[src/rtl/sha2_msg_sched.sv]
`timescale 1ns/1ps
// -----------------------------------------------------------------------------
// sha2_msg_sched
// Sequential SHA-256 message-schedule generator. Takes the 16 message words of
// one 512-bit block and streams out W[0..63] in order, one word per cycle,
// using a 16-word sliding window and the small sigma functions.
//
// Ports
//   clk_i        clock, rising edge
//   rst_ni       synchronous active-low reset
//   flush_i      synchronous abort of the current block (beats all handshakes)
//   in_valid_i   in_word_i carries a message word
//   in_ready_o   message word is accepted this cycle
//   in_word_i    message word, W0 first
//   out_valid_o  out_word_o / out_idx_o are valid
//   out_ready_i  consumer takes the output word this cycle
//   out_word_o   schedule word W[out_idx_o]
//   out_idx_o    schedule index 0..63
//   out_last_o   valid word with index 63
//   busy_o       expanding, or an output word is pending
// -----------------------------------------------------------------------------
module sha2_msg_sched (
    input  logic        clk_i,
    input  logic        rst_ni,
    input  logic        flush_i,
    input  logic        in_valid_i,
    output logic        in_ready_o,
    input  logic [31:0] in_word_i,
    output logic        out_valid_o,
    input  logic        out_ready_i,
    output logic [31:0] out_word_o,
    output logic [5:0]  out_idx_o,
    output logic        out_last_o,
    output logic        busy_o
);

    typedef enum logic [0:0] {
        ST_LOAD   = 1'b0,
        ST_EXPAND = 1'b1
    } state_e;

    // sig0(x) = ROTR7 ^ ROTR18 ^ SHR3
    function automatic logic [31:0] sig0(input logic [31:0] x);
        return {x[6:0], x[31:7]} ^ {x[17:0], x[31:18]} ^ {3'b000, x[31:3]};
    endfunction

    // sig1(x) = ROTR17 ^ ROTR19 ^ SHR10
    function automatic logic [31:0] sig1(input logic [31:0] x);
        return {x[16:0], x[31:17]} ^ {x[18:0], x[31:19]} ^ {10'b00_0000_0000, x[31:10]};
    endfunction

    state_e            state_q, state_d;
    logic [5:0]        t_q, t_d;
    // win_q[0] = W[t-16] ... win_q[15] = W[t-1]; new words enter at the top.
    logic [15:0][31:0] win_q, win_d;
    logic              out_valid_q, out_valid_d;
    logic [31:0]       out_word_q, out_word_d;
    logic [5:0]        out_idx_q, out_idx_d;
    logic              out_last_q, out_last_d;

    logic              free_s;
    logic [31:0]       w_new_s;

    assign free_s  = !out_valid_q || out_ready_i;
    assign w_new_s = sig1(win_q[14]) + win_q[9] + sig0(win_q[1]) + win_q[0];

    // Reset and flush both suppress acceptance combinationally so that no
    // word is taken in a cycle whose progress is about to be discarded.
    assign in_ready_o  = rst_ni && !flush_i && (state_q == ST_LOAD) && free_s;
    assign out_valid_o = out_valid_q;
    assign out_word_o  = out_word_q;
    assign out_idx_o   = out_idx_q;
    assign out_last_o  = out_last_q;
    assign busy_o      = (state_q == ST_EXPAND) || out_valid_q;

    // Next-state logic: load/expand sequencing, window shift, output register.
    always_comb begin
        state_d     = state_q;
        t_d         = t_q;
        win_d       = win_q;
        out_valid_d = out_valid_q;
        out_word_d  = out_word_q;
        out_idx_d   = out_idx_q;
        if (flush_i) begin
            out_valid_d = 1'b0;
            t_d         = 6'd0;
            state_d     = ST_LOAD;
        end else if (free_s) begin
            case (state_q)
                ST_LOAD: begin
                    if (in_valid_i) begin
                        out_valid_d = 1'b1;
                        out_word_d  = in_word_i;
                        out_idx_d   = t_q;
                        win_d       = {in_word_i, win_q[15:1]};
                        t_d         = t_q + 6'd1;
                        if (t_q == 6'd15) begin
                            state_d = ST_EXPAND;
                        end else begin
                            state_d = ST_LOAD;
                        end
                    end else begin
                        // Previous word (if any) was consumed; nothing new.
                        out_valid_d = 1'b0;
                    end
                end
                ST_EXPAND: begin
                    out_valid_d = 1'b1;
                    out_word_d  = w_new_s;
                    out_idx_d   = t_q;
                    win_d       = {w_new_s, win_q[15:1]};
                    if (t_q == 6'd63) begin
                        t_d     = 6'd0;
                        state_d = ST_LOAD;
                    end else begin
                        t_d     = t_q + 6'd1;
                        state_d = ST_EXPAND;
                    end
                end
                default: begin
                    out_valid_d = 1'b0;
                    t_d         = 6'd0;
                    state_d     = ST_LOAD;
                end
            endcase
        end else begin
            // Stalled by the consumer: everything holds.
            out_valid_d = out_valid_q;
        end
        out_last_d = out_valid_d && (out_idx_d == 6'd63);
    end

    // State, window and output registers with synchronous active-low reset.
    always_ff @(posedge clk_i) begin
        if (!rst_ni) begin
            state_q     <= ST_LOAD;
            t_q         <= 6'd0;
            win_q       <= '0;
            out_valid_q <= 1'b0;
            out_word_q  <= 32'd0;
            out_idx_q   <= 6'd0;
            out_last_q  <= 1'b0;
        end else begin
            state_q     <= state_d;
            t_q         <= t_d;
            win_q       <= win_d;
            out_valid_q <= out_valid_d;
            out_word_q  <= out_word_d;
            out_idx_q   <= out_idx_d;
            out_last_q  <= out_last_d;
        end
    end

endmodule

[config.mk]
export PLATFORM = sky130hd
export DESIGN_NAME = sha2_msg_sched
export DESIGN_NICKNAME = d
export VERILOG_FILES = /design/src/rtl/sha2_msg_sched.sv
export SDC_FILE = /design/constraint.sdc
export NUM_CORES = 1
export LEC_CHECK = 0
export BUFFER_PORTS_ARGS = -buffer_cell sky130_fd_sc_hd__buf_2
export CORE_AREA = 2 2 241 195
export CTS_CLUSTER_SIZE = 10
export DETAILED_ROUTE_END_ITERATION = 6
export DIE_AREA = 0 0 243 197
export MAX_ROUTING_LAYER = met4
export PLACE_DENSITY = 0.67
export SLEW_MARGIN = 30
export SYNTH_ARGS = -nofsm -noshare
export SYNTH_HDL_FRONTEND = slang
export SYNTH_SLANG_ARGS = --single-unit
export TNS_END_PERCENT = 1
[constraint.sdc]
create_clock -name clk_i -period 5.09 [get_ports clk_i]
set_input_delay 1.018 -clock clk_i [delete_from_list [all_inputs] [get_ports clk_i]]
set_output_delay 1.018 -clock clk_i [all_outputs]
set_load 0.01 [all_outputs]
# Word-level counts from Yosys, hierarchy flattened
# Cells that the tools add are included.
# Widths: inputs -> output; s select.
dict set report word_totals {
  out_inout_bits 42
  register_bits 559
  elab_cells 67
  input_bits 37
}
dict set report classes {
  addsub 4
  eq_ne 4
  n_reduce_logical 11
  bitwise 7
  mux 19
}
# op n
set op_table {}
lappend op_table {{$pmux 512 s2} 1}
lappend op_table {{$mux 512} 1}
lappend op_table {{$add 32x32->32} 3}
lappend op_table {{$pmux 32 s2} 1}
lappend op_table {{$xor 32x32->32} 2}
lappend op_table {{$mux 32} 1}
lappend op_table {{$xor 32x22->32} 1}
lappend op_table {{$xor 32x29->32} 1}
lappend op_table {{$mux 6} 5}
lappend op_table {{$pmux 6 s2} 2}
lappend op_table {{$eq 6x6->1 const B} 2}
lappend op_table {{$add 6x1->6 const B} 1}
lappend op_table {{$eq 6x4->1 const B} 1}
lappend op_table {{$mux 1} 6}
lappend op_table {{$logic_and 1x1->1} 4}
lappend op_table {{$pmux 1 s2} 2}
lappend op_table {{$not 1->1} 3}
lappend op_table {{$reduce_and 3->1} 1}
lappend op_table {{$logic_not 1->1} 2}
lappend op_table {{$logic_or 1x1->1} 2}
lappend op_table {{$ne 2x2->1 const B} 1}
lappend op_table {{$reduce_and 2->1} 1}
lappend op_table {{$reduce_or 2->1} 1}

# Depth between registers and ports, before layout
dict set report depth {
  depth_word 6
  mapped_depth 18
}

# Least setup slack after synthesis
# No wires, ideal clock.
dict set report synth_timing {
  path_kind {reg2reg}
  start {register win_q[466] (netlist bit)}
  end {register win_q[499] (netlist bit)}
  path_stages_with_launch 18
  arrival_ns 3.853
  path_slack_ns 1.167
  path_cell_list {dfxtp_1 > clkbuf_1 > xor2_1 > xnor2_1 > fa_1 > fa_1 > inv_1 > ha_1 > inv_1 > fa_1 > nor2b_1 > o2111ai_1 > a211o_1 > nand4b_1 > a31oi_1 > o21ai_0 > mux2_2 > a21oi_1}
}
dict set report synth_via {
  elab_chain_len 6
}
# element line
set synth_lines {}
lappend synth_lines {{start, declared} 55} ;# logic [15:0][31:0] win_q, win_d;
lappend synth_lines {{start signal, assigned} 146} ;# win_q <= win_d;
lappend synth_lines {{$xor 32x32->32} 49} ;# return {x[16:0], x[31:17]} ^ {x[18:0], x[31:19]} ^ {10'b00_0000_0000, x[31:10]};
lappend synth_lines {{$xor 32x22->32 (*)} 49}
lappend synth_lines {{$add 32x32->32 (*) (3 in series)} 65} ;# assign w_new_s = sig1(win_q[14]) + win_q[9] + sig0(win_q[1]) + win_q[0];
lappend synth_lines {{$pmux 512 s2 (*)} 89} ;# case (state_q)
# Mark *: on every way between the ends. The rest lies on a longest branch, timed or not.
# A chain may end at the register's enable or synchronous reset.

# Worst setup path after layout
dict set report layout_timing {
  start {register win_q[468] (netlist bit)}
  end {register win_q[509] (netlist bit)}
}
# The elaborated chain is that of the path after synthesis.

==> flow_metrics.env <==
export IMPL_cts_root_buffer_cell="clkbuf_16"
export IMPL_fin_cells=3443
export IMPL_cts_sinks=527
export IMPL_drt_wl_total_um=60880
export IMPL_cp_start_kind="flop"
export IMPL_finalMaxSlewViolations=0
export IMPL_worst_pin_slew_ns=0.8674
export IMPL_yosysSeqAreaShare_pct=45.88
export IMPL_cp_slowest_stage_delay_ns=0.48
export IMPL_grt_pass1_wl_um=94500
export IMPL_switchingPower_mw=1.976
export IMPL_die_w_um=243
export IMPL_dpl_instance_area_sq_mm=0.02337
export IMPL_cap_violations=0
export IMPL_antenna_found_initial=1
export IMPL_swShare_pct=23.36
export IMPL_setup_tns_ns=0
export IMPL_synth_top_area_share_pct=45.88
export IMPL_hold_buffers=0
export IMPL_syn_area_sq_mm=0.02299
export IMPL_slowest_stage="fa_1"
export IMPL_synth_nets=3033
export IMPL_max_freq_mhz=236.2
export IMPL_drcViolationCount=0
export IMPL_crit_required_ns=5.63
export IMPL_fin_area_sq_mm=0.02507
export IMPL_die_area_sq_mm=0.04787
export IMPL_synth_largest_area_cell="dfxtp_1"
export IMPL_wl_per_cell_um=17.68
export IMPL_initial_core_util_pct=50.68
export IMPL_rsz0062_at_grt="false"
export IMPL_rr_startpoint="win_q[468]"
export IMPL_dp_hpwl_um=42050
export IMPL_syn_avg_cell_area_sq_um=7.923
export IMPL_yosys_warnings=0
export IMPL_slew_headroom_pct=42.17
export IMPL_path_clk_slew_ns=0.07
export IMPL_grt_max_degree=192
export IMPL_cp_cell_sequence="xor2_1 > xnor2_1 > fa_1 > fa_1 > inv_1 > ha_1 > inv_1 > fa_1 > nor2b_1 > o2111ai_1 > a21oi_1 > nor3_1 > o31a_4 > o21ai_2 > a2111oi_2 > nor3b_1"
export IMPL_synth_main_ff_cell="dfxtp_1"
export IMPL_grt_total_usage_pct=25.92
export IMPL_reg2regPathDepth=16
export IMPL_powerDensity_mw_per_mm2=337.4
export IMPL_seqPwrFrac_pct=49.5
export IMPL_area_growth_pct=9.038
export IMPL_fin_crit_ns=4.234
export IMPL_power_frac_clock_pct=45.2
export IMPL_port_buffers=78
export IMPL_endpoint_kind="flop"
export IMPL_drt_iter0_markers=1445
export IMPL_synthDistinctLibCells=57
export IMPL_r2r_slack_ns=0.86
export IMPL_post_place_cells=3368
export IMPL_finClkSkew_ns=0.03278
export IMPL_ios=79
export IMPL_hold_violations=0
export IMPL_crit_top_cell="fa_1"
export IMPL_cts_made_buffers=60
export IMPL_status="finished clean"
export IMPL_yosys_register_bits=527
export IMPL_drive_above_1_share_pct=6.853
export IMPL_setup_ws_ns=0.8559
export IMPL_synthCells=2902
export IMPL_path_class="reg -> reg"
export IMPL_cp_arrival_ns=4.77
export IMPL_crit_fanout=5
export IMPL_place_congestion=0.9564
export IMPL_num_vias=18340
export IMPL_grt_overflow=0
export IMPL_intPower_mw=6.484
export IMPL_setup_viol=0
export IMPL_avgViaCountPerCell=5.326
export IMPL_crit_start="win_q[468]"
export IMPL_n_fill_cell=4344
export IMPL_ys_async_sr_fraction_pct=0
export IMPL_htree_levels=2
export IMPL_hp_class="reg -> reg"
export IMPL_peakVddDrop_v=0.0002440
export IMPL_die_h_um=197
export IMPL_cellLeakagePower_nw=8.931
export IMPL_worst_skew_pair_late_latency_ns=0.63
export IMPL_post_cts_resized=0
export IMPL_core_sq_mm=0.04537
export IMPL_antennaDiodeCount=0
export IMPL_num_rows=70
export IMPL_drt_pass1_iter_count=6
export IMPL_post_cts_buffers=0
export IMPL_fin_crit_sh_pct=83.18
export IMPL_cts_tree="done"
export IMPL_ys_top_cells_by_area="dfxtp_1 46%, nand2_1 16%, a21oi_1 12%"
export IMPL_comb_power_share_pct=5.3
export IMPL_power_mw=8.460
export IMPL_nets=2950
export IMPL_pre_cts_ws_ns=0.8611
export IMPL_first_global_vias=16900
export IMPL_cts_buffer_depth=3
export IMPL_final_antenna_net_count=0
export IMPL_r2r_end="win_q[509]"
export IMPL_endpoint="win_q[509]"
export IMPL_synth_edf_count=0
-- state kept, by name, summed over array words and instances, names as in the netlist --
signal       count
state_q          1
out_valid_o      1
out_idx_o        6
t_q              6
out_last_o       1
win_q          512
-- layout by cell type (no fill, tap or decap), types with 6 or more instances in the layout --
cell type,n
o21ai_0,30
dfxtp_1,527
buf_4,18
fa_1,62
buf_2,78
and3_1,8
a211oi_1,11
mux2i_1,11
o21a_1,6
nand3_1,9
buf_12,11
xnor2_1,90
nand4_1,8
a21oi_1,530
nor2_1,38
xor2_1,56
inv_1,127
ha_1,32
a31oi_1,9
clkbuf_16,61
a21o_1,17
nor3_1,11
nand2_1,1000
-- power by group through the flow --
stage	Clock, mW	Sequential, mW	Combinational [mW]
after floorplan	0	4.26	0.331
after global placement	0	4.28	0.441
after detailed placement	0	4.28	0.442
after CTS	3.91	4.19	0.444
after global routing	4.07	4.19	0.488
final	3.82	4.19	0.445
-- cells in the mapped netlist (6+ instances only) --
cell	number
nand2_1	1000
a21oi_1	530
dfxtp_1	527
clkbuf_1	157
inv_1	127
xnor2_1	90
fa_1	62
buf_2	61
xor2_1	56
nor2_1	38
buf_4	32
ha_1	32
o21ai_0	30
a21o_1	17
a211oi_1	11
mux2i_1	11
nor3_1	11
a31oi_1	9
nand3_1	9
and3_1	8
nand4_1	8
o21a_1	6
-- worst min-delay path by stage --
stage,from,endpoint,cells past startpoint
after floorplan,win_q[132],win_q[100],2
after global placement,win_q[329],win_q[297],2
after detailed placement,win_q[257],win_q[225],2
after CTS,win_q[209],win_q[177],2
after global routing,win_q[210],win_q[178],2
final,win_q[416],win_q[384],2
-- per-layer routing --
layer / vias to the layer above / track usage, % / wire (um) / part of all wire [%]
li1: 9077 / - / - / -
met1: 8773 / 36.24 / 29100 / 48
met2: 400 / 38.16 / 26820 / 44
met3: 88 / 5.133 / 3575 / 5.9
met4: 0 / 7.339 / 1392 / 2.3
met5: - / - / 0 / 0
-- critical path: cells and delay by family (launching register included) --
family / cells / cell delay, ns
buffers and inverters: 2 / 0.13
adders and majority gates: 4 / 1.48
AOI/OAI and AO/OA: 5 / 1.17
and+or+nand+nor: 3 / 0.55
xor gates and xnor gates: 2 / 0.36
DFF: 1 / 0.46
-- cell type report --
class | count | area, sq um | share of cell area (%)
Sequential cell | 527 | 10550 | 42.08
Clock buffer | 68 | 1583 | 6.313
Clock inverter | 6 | 91.34 | 0.3643
Multi-Input combinational cell | 1994 | 10820 | 43.16
Tap cell | 612 | 765.7 | 3.054
Inverter | 128 | 488.0 | 1.946
Timing Repair Buffer | 108 | 773.2 | 3.084
-- kinds of logic after synthesis --
family	synth area share (%)
DFF	45.88
buffers and inverters	7.107
AOI/OAI and AO/OA	15.10
muxes	0.5278
xor gates and xnor gates	5.561
adders and majority gates	7.139
and+or+nand+nor	18.69
-- per-stage QoR --
| stage | utilization, % | hold slack (ns) |
|---|---|---|
| global route | 55.26 | 0.4581 |
| global placement | 51.51 | 0.4357 |
| finish | 55.26 | 0.4386 |
| detailed placement | 51.51 | 0.4417 |
| CTS | 55.20 | 0.4360 |
| floorplan | - | 0.4321 |
Note: power is estimated with default switching activity, not from simulation.
